**src/rtl/mainband_pattern_generator_if.sv**
```systemverilog
// -----------------------------------------------------------------------------
// mainband_pattern_generator_if
//
// Connects the point-test sequencer to the mainband pattern generator.
//
//   i_mainband_pattern_generator_cw : 2-bit control word
//                                     (00 IDLE, 01 CLEAR_LFSR, 10 LFSR, 11 NOP)
//   i_val_pattern_en                : 1 = valid-lane pattern, 0 = LFSR data
//   i_burst_count                   : 0 = 1024 UI burst, 1 = 4096 UI burst
//   o_lane_data                     : NUM_LANES words of SER_WIDTH UI, lane n
//                                     at [n*SER_WIDTH +: SER_WIDTH], bit 0 first
//   o_valid_data                    : valid-lane word, bit 0 first
//   o_tx_active                     : a burst word is on the outputs
//   o_pattern_finished              : burst complete, sticky while cw = 10
//
// master : sequencer side (drives the control inputs, observes the outputs)
// slave  : generator side
// -----------------------------------------------------------------------------
interface mainband_pattern_generator_if #(
  parameter int NUM_LANES = 16,
  parameter int SER_WIDTH = 32
);

  logic [1:0]                     i_mainband_pattern_generator_cw;
  logic                           i_val_pattern_en;
  logic                           i_burst_count;
  logic [NUM_LANES*SER_WIDTH-1:0] o_lane_data;
  logic [SER_WIDTH-1:0]           o_valid_data;
  logic                           o_tx_active;
  logic                           o_pattern_finished;

  modport master (
    output i_mainband_pattern_generator_cw,
    output i_val_pattern_en,
    output i_burst_count,
    input  o_lane_data,
    input  o_valid_data,
    input  o_tx_active,
    input  o_pattern_finished
  );

  modport slave (
    input  i_mainband_pattern_generator_cw,
    input  i_val_pattern_en,
    input  i_burst_count,
    output o_lane_data,
    output o_valid_data,
    output o_tx_active,
    output o_pattern_finished
  );

endinterface

```
**src/rtl/mainband_pattern_generator.sv**
```systemverilog
// -----------------------------------------------------------------------------
// mainband_pattern_generator
//
// Transmit-side mainband pattern generator for D2C point tests. Executes the
// sequencer's control word and drives either per-lane 23-bit Fibonacci LFSR
// data or the valid-lane 00001111 pattern toward the serializers, then flags
// end-of-burst on o_pattern_finished.
//
// Ports:
//   i_clk   : clock
//   i_rst_n : asynchronous active-low reset (outputs 0, LFSRs seeded)
//   bus     : mainband_pattern_generator_if.slave (control word, mode
//             selects, lane/valid words, tx_active, pattern_finished)
//
// SER_WIDTH must be a multiple of 8 and divide 1024.
// All outputs are registered: a control word sampled at edge E is reflected
// on the outputs right after E.
// -----------------------------------------------------------------------------
module mainband_pattern_generator #(
  parameter int NUM_LANES = 16,
  parameter int SER_WIDTH = 32
) (
  input  logic                        i_clk,
  input  logic                        i_rst_n,
  mainband_pattern_generator_if.slave bus
);

  typedef enum logic [1:0] {
    ST_IDLE,
    ST_SEED,
    ST_RUN,
    ST_DONE
  } state_e;

  typedef enum logic [1:0] {
    CW_IDLE       = 2'b00,
    CW_CLEAR_LFSR = 2'b01,
    CW_LFSR       = 2'b10,
    CW_NOP        = 2'b11
  } cw_e;

  localparam int LW = 23;

  // Last counter value of a burst; the counter runs 0 .. BURST_CYCLES-1.
  localparam logic [11:0] LAST_1K = 12'(1024 / SER_WIDTH - 1);
  localparam logic [11:0] LAST_4K = 12'(4096 / SER_WIDTH - 1);

  // 8'h0F per byte: UI 0..3 high, UI 4..7 low, repeating.
  localparam logic [SER_WIDTH-1:0] VALID_PATTERN = {(SER_WIDTH/8){8'h0F}};

  function automatic logic [LW-1:0] seed_of(input int lane);
    logic [LW-1:0] seed;
    case (lane % 8)
      0:       seed = 23'h1DBFBC;
      1:       seed = 23'h0607BB;
      2:       seed = 23'h1EC760;
      3:       seed = 23'h18C0DB;
      4:       seed = 23'h010F12;
      5:       seed = 23'h19CFC9;
      6:       seed = 23'h0277CE;
      default: seed = 23'h1BB807;
    endcase
    return seed;
  endfunction

  cw_e cw;
  assign cw = cw_e'(bus.i_mainband_pattern_generator_cw);

  // ---------------------------------------------------------------------------
  // State
  // ---------------------------------------------------------------------------
  state_e                         state_q, state_d;
  logic [11:0]                    cnt_q, cnt_d;
  logic                           burst_q, burst_d;   // latched i_burst_count
  logic                           val_q, val_d;       // latched i_val_pattern_en
  logic [LW-1:0]                  lfsr_q [NUM_LANES];
  logic [LW-1:0]                  lfsr_d [NUM_LANES];

  logic [NUM_LANES*SER_WIDTH-1:0] lane_data_q, lane_data_d;
  logic [SER_WIDTH-1:0]           valid_data_q, valid_data_d;
  logic                           tx_active_q, tx_active_d;
  logic                           finished_q, finished_d;

  // ---------------------------------------------------------------------------
  // Per-lane LFSR unrolled SER_WIDTH steps: word bit k is s[22] before step k.
  // ---------------------------------------------------------------------------
  logic [NUM_LANES*SER_WIDTH-1:0] lane_word;
  logic [LW-1:0]                  lfsr_adv [NUM_LANES];

  for (genvar g = 0; g < NUM_LANES; g++) begin : g_lane
    logic [SER_WIDTH-1:0] word;
    logic [LW-1:0]        adv;

    // NOTE: blocking assignments here model a chain of combinational steps
    // within one cycle; only clocked state uses non-blocking assignments.
    always_comb begin
      logic [LW-1:0] s;
      s    = lfsr_q[g];
      word = '0;
      for (int k = 0; k < SER_WIDTH; k++) begin
        word[k] = s[22];
        s       = {s[21:0], s[22] ^ s[20] ^ s[15] ^ s[7] ^ s[4] ^ s[1]};
      end
      adv = s;
    end

    assign lane_word[g*SER_WIDTH +: SER_WIDTH] = word;
    assign lfsr_adv[g]                         = adv;
  end

  // ---------------------------------------------------------------------------
  // Next-state and output logic
  // ---------------------------------------------------------------------------
  logic emit;       // a burst word is produced at this edge
  logic eff_val;    // valid-mode select in force for this word
  logic seed_load;

  always_comb begin
    // NOTE: every variable gets a default before the case so no path leaves
    // it unassigned, which would otherwise infer a latch.
    state_d    = state_q;
    cnt_d      = cnt_q;
    burst_d    = burst_q;
    val_d      = val_q;
    emit       = 1'b0;
    eff_val    = val_q;
    seed_load  = 1'b0;
    finished_d = 1'b0;

    unique case (cw)
      CW_CLEAR_LFSR: begin
        state_d   = ST_SEED;
        cnt_d     = '0;
        seed_load = 1'b1;
      end

      CW_LFSR: begin
        unique case (state_q)
          ST_IDLE, ST_SEED: begin
            // Entry word uses the live mode inputs; they are latched for the
            // remainder of the burst.
            state_d = ST_RUN;
            cnt_d   = '0;
            burst_d = bus.i_burst_count;
            val_d   = bus.i_val_pattern_en;
            eff_val = bus.i_val_pattern_en;
            emit    = 1'b1;
          end
          ST_RUN: begin
            if (cnt_q == (burst_q ? LAST_4K : LAST_1K)) begin
              state_d    = ST_DONE;
              finished_d = 1'b1;
            end else begin
              cnt_d = cnt_q + 12'd1;
              emit  = 1'b1;
            end
          end
          ST_DONE: begin
            finished_d = 1'b1;
          end
          default: state_d = ST_IDLE;
        endcase
      end

      default: begin   // IDLE and NOP
        state_d = ST_IDLE;
        cnt_d   = '0;
      end
    endcase

    for (int l = 0; l < NUM_LANES; l++) begin
      if (seed_load) begin
        lfsr_d[l] = seed_of(l);
      end else if (emit && !eff_val) begin
        lfsr_d[l] = lfsr_adv[l];
      end else begin
        lfsr_d[l] = lfsr_q[l];
      end
    end

    tx_active_d  = emit;
    lane_data_d  = (emit && !eff_val) ? lane_word : '0;
    // Valid lane stays asserted during data training.
    valid_data_d = !emit ? '0 : (eff_val ? VALID_PATTERN : '1);
  end

  // ---------------------------------------------------------------------------
  // Registers
  // ---------------------------------------------------------------------------
  always_ff @(posedge i_clk or negedge i_rst_n) begin
    if (!i_rst_n) begin
      state_q      <= ST_IDLE;
      cnt_q        <= '0;
      burst_q      <= 1'b0;
      val_q        <= 1'b0;
      lane_data_q  <= '0;
      valid_data_q <= '0;
      tx_active_q  <= 1'b0;
      finished_q   <= 1'b0;
      // NOTE: the LFSR array is reset on purpose: it is functional state that
      // must hold the seeds out of reset, not a storage memory.
      for (int l = 0; l < NUM_LANES; l++) begin
        lfsr_q[l] <= seed_of(l);
      end
    end else begin
      state_q      <= state_d;
      cnt_q        <= cnt_d;
      burst_q      <= burst_d;
      val_q        <= val_d;
      lane_data_q  <= lane_data_d;
      valid_data_q <= valid_data_d;
      tx_active_q  <= tx_active_d;
      finished_q   <= finished_d;
      for (int l = 0; l < NUM_LANES; l++) begin
        lfsr_q[l] <= lfsr_d[l];
      end
    end
  end

  assign bus.o_lane_data        = lane_data_q;
  assign bus.o_valid_data       = valid_data_q;
  assign bus.o_tx_active        = tx_active_q;
  assign bus.o_pattern_finished = finished_q;

endmodule

```
**src/flat_wrapper.sv**
```systemverilog
// flat-port wrapper written by rule: the top's interface ports become plain ports
module mainband_pattern_generator_flat 
#(
  parameter int NUM_LANES = 16,
  parameter int SER_WIDTH = 32
)
  (i_clk, i_rst_n, bus_i_mainband_pattern_generator_cw, bus_i_val_pattern_en, bus_i_burst_count, bus_o_lane_data, bus_o_valid_data, bus_o_tx_active, bus_o_pattern_finished);
  mainband_pattern_generator_if #(.NUM_LANES(NUM_LANES), .SER_WIDTH(SER_WIDTH)) bus_i ();
  input  logic i_clk;
  input  logic i_rst_n;
  input wire logic [$bits(bus_i.i_mainband_pattern_generator_cw)-1:0] bus_i_mainband_pattern_generator_cw;
  input wire logic [$bits(bus_i.i_val_pattern_en)-1:0] bus_i_val_pattern_en;
  input wire logic [$bits(bus_i.i_burst_count)-1:0] bus_i_burst_count;
  output wire logic [$bits(bus_i.o_lane_data)-1:0] bus_o_lane_data;
  output wire logic [$bits(bus_i.o_valid_data)-1:0] bus_o_valid_data;
  output wire logic [$bits(bus_i.o_tx_active)-1:0] bus_o_tx_active;
  output wire logic [$bits(bus_i.o_pattern_finished)-1:0] bus_o_pattern_finished;
  assign bus_i.i_mainband_pattern_generator_cw = bus_i_mainband_pattern_generator_cw;
  assign bus_i.i_val_pattern_en = bus_i_val_pattern_en;
  assign bus_i.i_burst_count = bus_i_burst_count;
  assign bus_o_lane_data = bus_i.o_lane_data;
  assign bus_o_valid_data = bus_i.o_valid_data;
  assign bus_o_tx_active = bus_i.o_tx_active;
  assign bus_o_pattern_finished = bus_i.o_pattern_finished;
  mainband_pattern_generator #(.NUM_LANES(NUM_LANES), .SER_WIDTH(SER_WIDTH)) u_core (.i_clk(i_clk), .i_rst_n(i_rst_n), .bus(bus_i));
endmodule
```
**config.mk**
```make
export PLATFORM = sky130hd
export DESIGN_NAME = mainband_pattern_generator_flat
export DESIGN_NICKNAME = d
export VERILOG_FILES = /design/src/rtl/mainband_pattern_generator_if.sv /design/src/rtl/mainband_pattern_generator.sv /design/src/flat_wrapper.sv
export SDC_FILE = /design/constraint.sdc
export NUM_CORES = 2
export LEC_CHECK = 0
export CAP_MARGIN = 20
export CORE_MARGIN = 2
export CORE_UTILIZATION = 40
export DETAILED_ROUTE_END_ITERATION = 12
export PLACE_DENSITY = 0.64
export SKIP_CTS_REPAIR_TIMING = 1
export SYNTH_ARGS = -nofsm -noshare
export SYNTH_HDL_FRONTEND = slang
export SYNTH_SLANG_ARGS = --single-unit
```
**constraint.sdc**
```tcl
create_clock -name i_clk -period 4.7 [get_ports i_clk]
set_input_delay 1.175 -clock i_clk [delete_from_list [all_inputs] [get_ports i_clk]]
set_output_delay 1.175 -clock i_clk [all_outputs]
set_load 0.01 [all_outputs]
```
After elaboration in Yosys (flattened, before gate mapping)
Index checks and enable logic that the tools add are counted.

operators by class
  $add $sub $neg = 1
  reduce and logical (&&, ||, !) cells = 8
  equality and inequality tests = 9
  bitwise operators = 2560
  mux-type cells = 51

operators by type and width
  kind                   number
  $xor 1x1->1            2560
  $mux 23                32
  $mux 512               1
  $mux 32                2
  $mux 12                2
  $pmux 12 s2            1
  $add 12x1->12 const B  1
  $eq 12x12->1           1
  $pmux 2 s2             2
  $mux 1                 7
  $mux 7                 1
  $eq 2x2->1 const B     3
  $ne 3x2->1 const B     2
  $reduce_and 2->1       3
  $eq 2x1->1 const B     2
  $pmux 1 s2             2
  $ne 3x3->1 const B     1
  $logic_not 2->1        1
  $mux 2                 1
  $reduce_bool 2->1      1
  $reduce_or 2->1        1
  $logic_and 1x1->1      1
  $logic_not 1->1        1

storage, ports and cells
  input bits = 6
  bits in registers = 930
  logic and storage cells = 2653

Longest topological paths before layout
  depth in word-level cells = 22
  gate-level depth with buffers = 14
  gate-level depth less buffers = 12

Worst setup path before layout
Ideal clock, no wire load.

  path type = register to register
  from = register u_core.lfsr_q (netlist bit u_core.g_lane[13].word[11])
  to = register u_core.lfsr_q (netlist bit u_core.g_lane[13].word[22])
  arrival time = 4.396 ns
  period minus slack after synthesis = 4.478 ns
  cell stages (with the launch flop) = 14
  data required time = 4.618 ns
  library setup time = 0.082 ns
  buffers on the path = 1
  path slack = 0.222 ns
  cells stage by stage = dfstp_2 -> clkbuf_1 -> xnor3_1 -> xnor2_2 -> xor3_2 -> xnor3_2 -> xnor3_1 -> xnor3_1 -> xor2_1 -> xnor3_1 -> xnor2_1 -> xnor2_1 -> and3_1 -> nor3_1

between the ends
  word-level cells in the longest chain between the ends = 19

RTL lines
  item                               RTL line                           source
  from (decl)                        mainband_pattern_generator.sv:76   logic [LW-1:0] lfsr_q [NUM_LANES];
  from (signal, indexed assignment)  mainband_pattern_generator.sv:203  lfsr_q[l] <= seed_of(l);
  from (signal, indexed assignment)  mainband_pattern_generator.sv:215  lfsr_q[l] <= lfsr_d[l];
  $xor 1x1->1 (16 in a row)          mainband_pattern_generator.sv:102  s = {s[21:0], s[22] ^ s[20] ^ s[15] ^ s[7] ^ s[4] ^ s[1]};
  $xor 1x1->1 (*)                    mainband_pattern_generator.sv:102
  $mux 23 (*)                        mainband_pattern_generator.sv:174  end else if (emit && !eff_val) begin
  $mux 23 (*)                        mainband_pattern_generator.sv:172  if (seed_load) begin

Every way passes the cells marked *; elsewhere a longest branch is shown, timed or not. The select of a mux whose other input is x is not followed.
A chain may end at the register's enable or synchronous reset.

Final worst setup path
  from = register u_core.lfsr_q (netlist bit u_core.g_lane[4].word[8])
  to = register u_core.lfsr_q (netlist bit u_core.g_lane[4].word[17])

between the ends
  word-level cells in the longest chain between the ends = 18

RTL lines
  item                       RTL line
  $xor 1x1->1 (15 in a row)  mainband_pattern_generator.sv:102
  $xor 1x1->1 (*)            mainband_pattern_generator.sv:102
  $mux 23 (*)                mainband_pattern_generator.sv:174
  $mux 23 (*)                mainband_pattern_generator.sv:172

Marks and branches as above.

==> results.md <==
* Outcome: finished, final reports clean
* Post-route setup slack at 0.170 ns
* CP endpoint kind: flop
* Total grt overflow at 0
* Drt pass-1 iters at 5
* DIE HEIGHT at 388 µm
* Inserted Diodes at 0
* Wire length per cell at 22.2 µm
* Actual slew at the worst max-slew pin at 0.912 ns
* Root Buffer: clkbuf_16
* CTS tree: done
* Post-layout utilization of the core at 49.6%
* Net Count, Synth at 5116
* CP delay by family, top: XOR/XNOR gates
* Prevailing post-synth register cell: dfrtp_1
* Hpwl dp at 126000 µm
* Synthesized cell area at 58900 µm²
* Clock skew at 0.0492 ns
* Slowest-stage cell, CP: xor3_1
* WP data required at 5.35 ns
* Hold Path Class: input port to async pin
* Yosys warnings at 0
* Die area at 150000 µm²
* Max Root-Sink Buffers at 3
* Synth cell types at 50
* IO buf count at 551
* Number of global-route vias before repair at 41100
* Final setup vio count at 0
* FF+latch count, synth at 899
* CP max FO at 6
* Worst path cell trace: xor3_1 -> xnor3_2 -> xnor3_2 -> xnor3_1 -> xnor3_1 -> xnor3_1 -> xor2_2 -> xnor2_2 -> buf_4 -> xnor2_1 -> nand2_1 -> a21oi_1
* Vias per inst at 4.99
* Post-synthesis sequential area ratio at 38.6%
* Initial Util at 40.3%
* Initial antenna violation count at 3
* # rows at 140
* Synthesized area per cell at 11.5 µm²
* Final Cycle Share at 96.4%
* Worst-path clk slew at 0.06 ns
* Synth async-reset ratio at 100%
* Max Fclk at 221 MHz
* H-tree Lvls at 3
* GP Congestion at 0.915
* Skew-Pair Late Insertion Delay at 0.74 ns
* Total core area at 146000 µm²
* Via count at 38800
* Critical Path AT at 5.18 ns
* Gr usage total at 22.8%
* CP bufs+invs at 1
* Area delta synth->final at 22.8%
* RSZ-0062 raised after global routing: no
* Antenna Nets Post-Route at 0
* CP dominant cell by count: xnor3_1
* Largest net degree at the start of global routing at 195
* Endpoints failing hold at 0
* Filler cells at 13000
* Drc violations at 0
* Io pins at 552
* Slew Limit Fails at 0
* CP peak stage delay at 0.56 ns
* Sink Count at 899
* Worst rel slew slack at 38.8%
* Critical path launch point type: flop
* Mapped Cells at 5107
* DR iter-0 viols at 2729
* Critical path class: flop to flop
* Layout cell share with drive strength beyond 1 at 15.5%
* Inserted Clock Buffers at 106
* Final min period at 4.53 ns
* WL final at 172000 µm
* First-pass GRT wire length at 263000 µm
* Die span in x at 388 µm
* MaxCap Viol Count at 0
* TNS Setup at 0 ns
* Fin nets at 5773
* Post-place setup slack at 0.143 ns
* EDFF count, synth at 0
[routing by layer]
| metal | GRT usage (%) | routed length, µm | vias to the layer above |
|---|---|---|---|
| met5 | 0 | 0 | - |
| met2 | 36.8 | 80500 | 1081 |
| li1 | - | - | 17900 |
| met3 | 5.12 | 11200 | 239 |
| met4 | 7.04 | 4800 | 0 |
| met1 | 30.5 | 75900 | 19600 |
[cells by family after synthesis]
| logic type | count (synthesis) | share of synthesized area (%) |
|---|---|---|
| adder cells (fa/ha/maj) | 3 | 0.0638 |
| multiplexers | 5 | 0.0872 |
| AO/OA/AOI/OAI | 384 | 4.13 |
| buffers and inverters | 399 | 2.89 |
| AND/OR/NAND/NOR | 1110 | 8.96 |
| flip-flops | 899 | 38.6 |
| XOR/XNOR | 2307 | 45.3 |
[worst paths after layout]
path                                             from                    endpoint  slack [ns]  cells after the start
hold reg to reg            u_core.g_lane[15].word[16]  u_core.g_lane[15].word[16]        0.51                      2
min in group i_clk         u_core.g_lane[15].word[16]  u_core.g_lane[15].word[16]        0.51                      2
setup reg to reg             u_core.g_lane[4].word[8]   u_core.g_lane[4].word[17]        0.17                     12
max in group asynchronous                     i_rst_n  u_core.g_lane[10].word[22]        3.00                      2
setup / recovery             u_core.g_lane[4].word[8]   u_core.g_lane[4].word[17]        0.17                     12
hold / removal                                i_rst_n  u_core.bus.o_lane_data[68]        0.49                      1
[cells in the final DEF, fill, tap and decap left out, types with 7 or more instances in the layout]
cell             instances
nor2_1                 342
nand2_1                305
a21oi_1                137
nand3_1                 26
bufinv_16               16
and3_1                 393
xor2_2                  20
dfstp_2                182
nor3_1                  17
xnor2_1               1292
a211oi_1                62
clkbuf_16              107
xnor2_2                 64
xor3_1                  62
clkdlybuf4s50_1        550
xor3_2                   9
inv_1                   10
xnor2_4                 11
buf_4                  362
clkinv_2                22
clkbuf_8                13
o211ai_1               128
clkinv_4                 8
buf_12                  23
o21ai_0                 41
inv_6                    7
xnor3_1                295
xor2_1                 514
xnor3_2                 37
clkbuf_1                17
dfrtp_1                717
clkinvlp_4               7
[registers in the layout, indices dropped and copies added (netlist names)]
signal / count
u_core.cnt_q: 12
u_core.bus.o_valid_data: 2
u_core.burst_q: 1
u_core.bus.o_pattern_finished: 1
u_core.g_lane.word: 368
u_core.bus.o_lane_data: 512
u_core.val_q: 1
u_core.state_q: 2
[worst reg2reg max path, cell delays in order (launching register included)]
cell	delay [ns]
dfrtp_1	0.50
xor3_1	0.56
xnor3_2	0.53
xnor3_2	0.47
xnor3_1	0.43
xnor3_1	0.48
xnor3_1	0.48
xor2_2	0.24
xnor2_2	0.25
buf_4	0.17
xnor2_1	0.11
nand2_1	0.07
a21oi_1	0.16
[synthesized netlist by cell type (2+ instances only)]
library cell	count	share of area, %
ha_1	3	0.064
xnor3_1	302	12
a211oi_1	62	0.79
dfrtp_1	717	30
a31oi_1	3	0.032
xnor2_2	55	1.5
buf_1	20	0.13
or2_2	2	0.021
inv_1	12	0.077
xor3_1	62	2.5
o31ai_1	2	0.026
o21a_1	2	0.026
xnor2_1	1302	19
xor2_1	521	7.8
nand2_1	306	2.0
and2_1	5	0.053
nor3_1	17	0.14
dfstp_2	182	8.1
xor2_2	13	0.36
mux2i_1	4	0.068
xor3_2	9	0.38
xnor2_4	10	0.47
o21ai_1	5	0.043
nand4_1	3	0.032
xor2_4	2	0.094
o21ai_0	41	0.35
and3_1	393	4.2
nand3_1	26	0.22
clkbuf_1	281	1.8
buf_4	35	0.45
buf_2	49	0.42
nor4_1	5	0.053
xnor3_2	30	1.2
or3_1	5	0.053
a21oi_1	137	1.2
nor2_1	343	2.2
o211ai_1	128	1.6
[per-stage QoR]
stage          cell area (µm²)  instances  hold slack, ns
2_1_floorplan            58900       5107           0.478
3_3_place_gp             68300       7559           0.493
3_5_place_dp             68300       7559           0.503
4_1_cts                  72100       7761           0.465
5_1_grt                  72300       7775           0.504
6_report                 72300       7775           0.490
[final cells by class]
| class | count | area (µm²) | area share [%] |
|---|---|---|---|
| clock buffers | 137 | 2920 | 4.04 |
| well taps | 1917 | 2400 | 3.32 |
| repair buffers | 936 | 8700 | 12.0 |
| flip-flops and latches | 899 | 22700 | 31.4 |
| multi-input cells | 3809 | 34600 | 47.9 |
| clock inverters | 65 | 881 | 1.22 |
| inverters | 12 | 57.6 | 0.0796 |
Power is not shown: default switching activity piles up to over one toggle a cycle in this logic, so the estimate is an artifact.
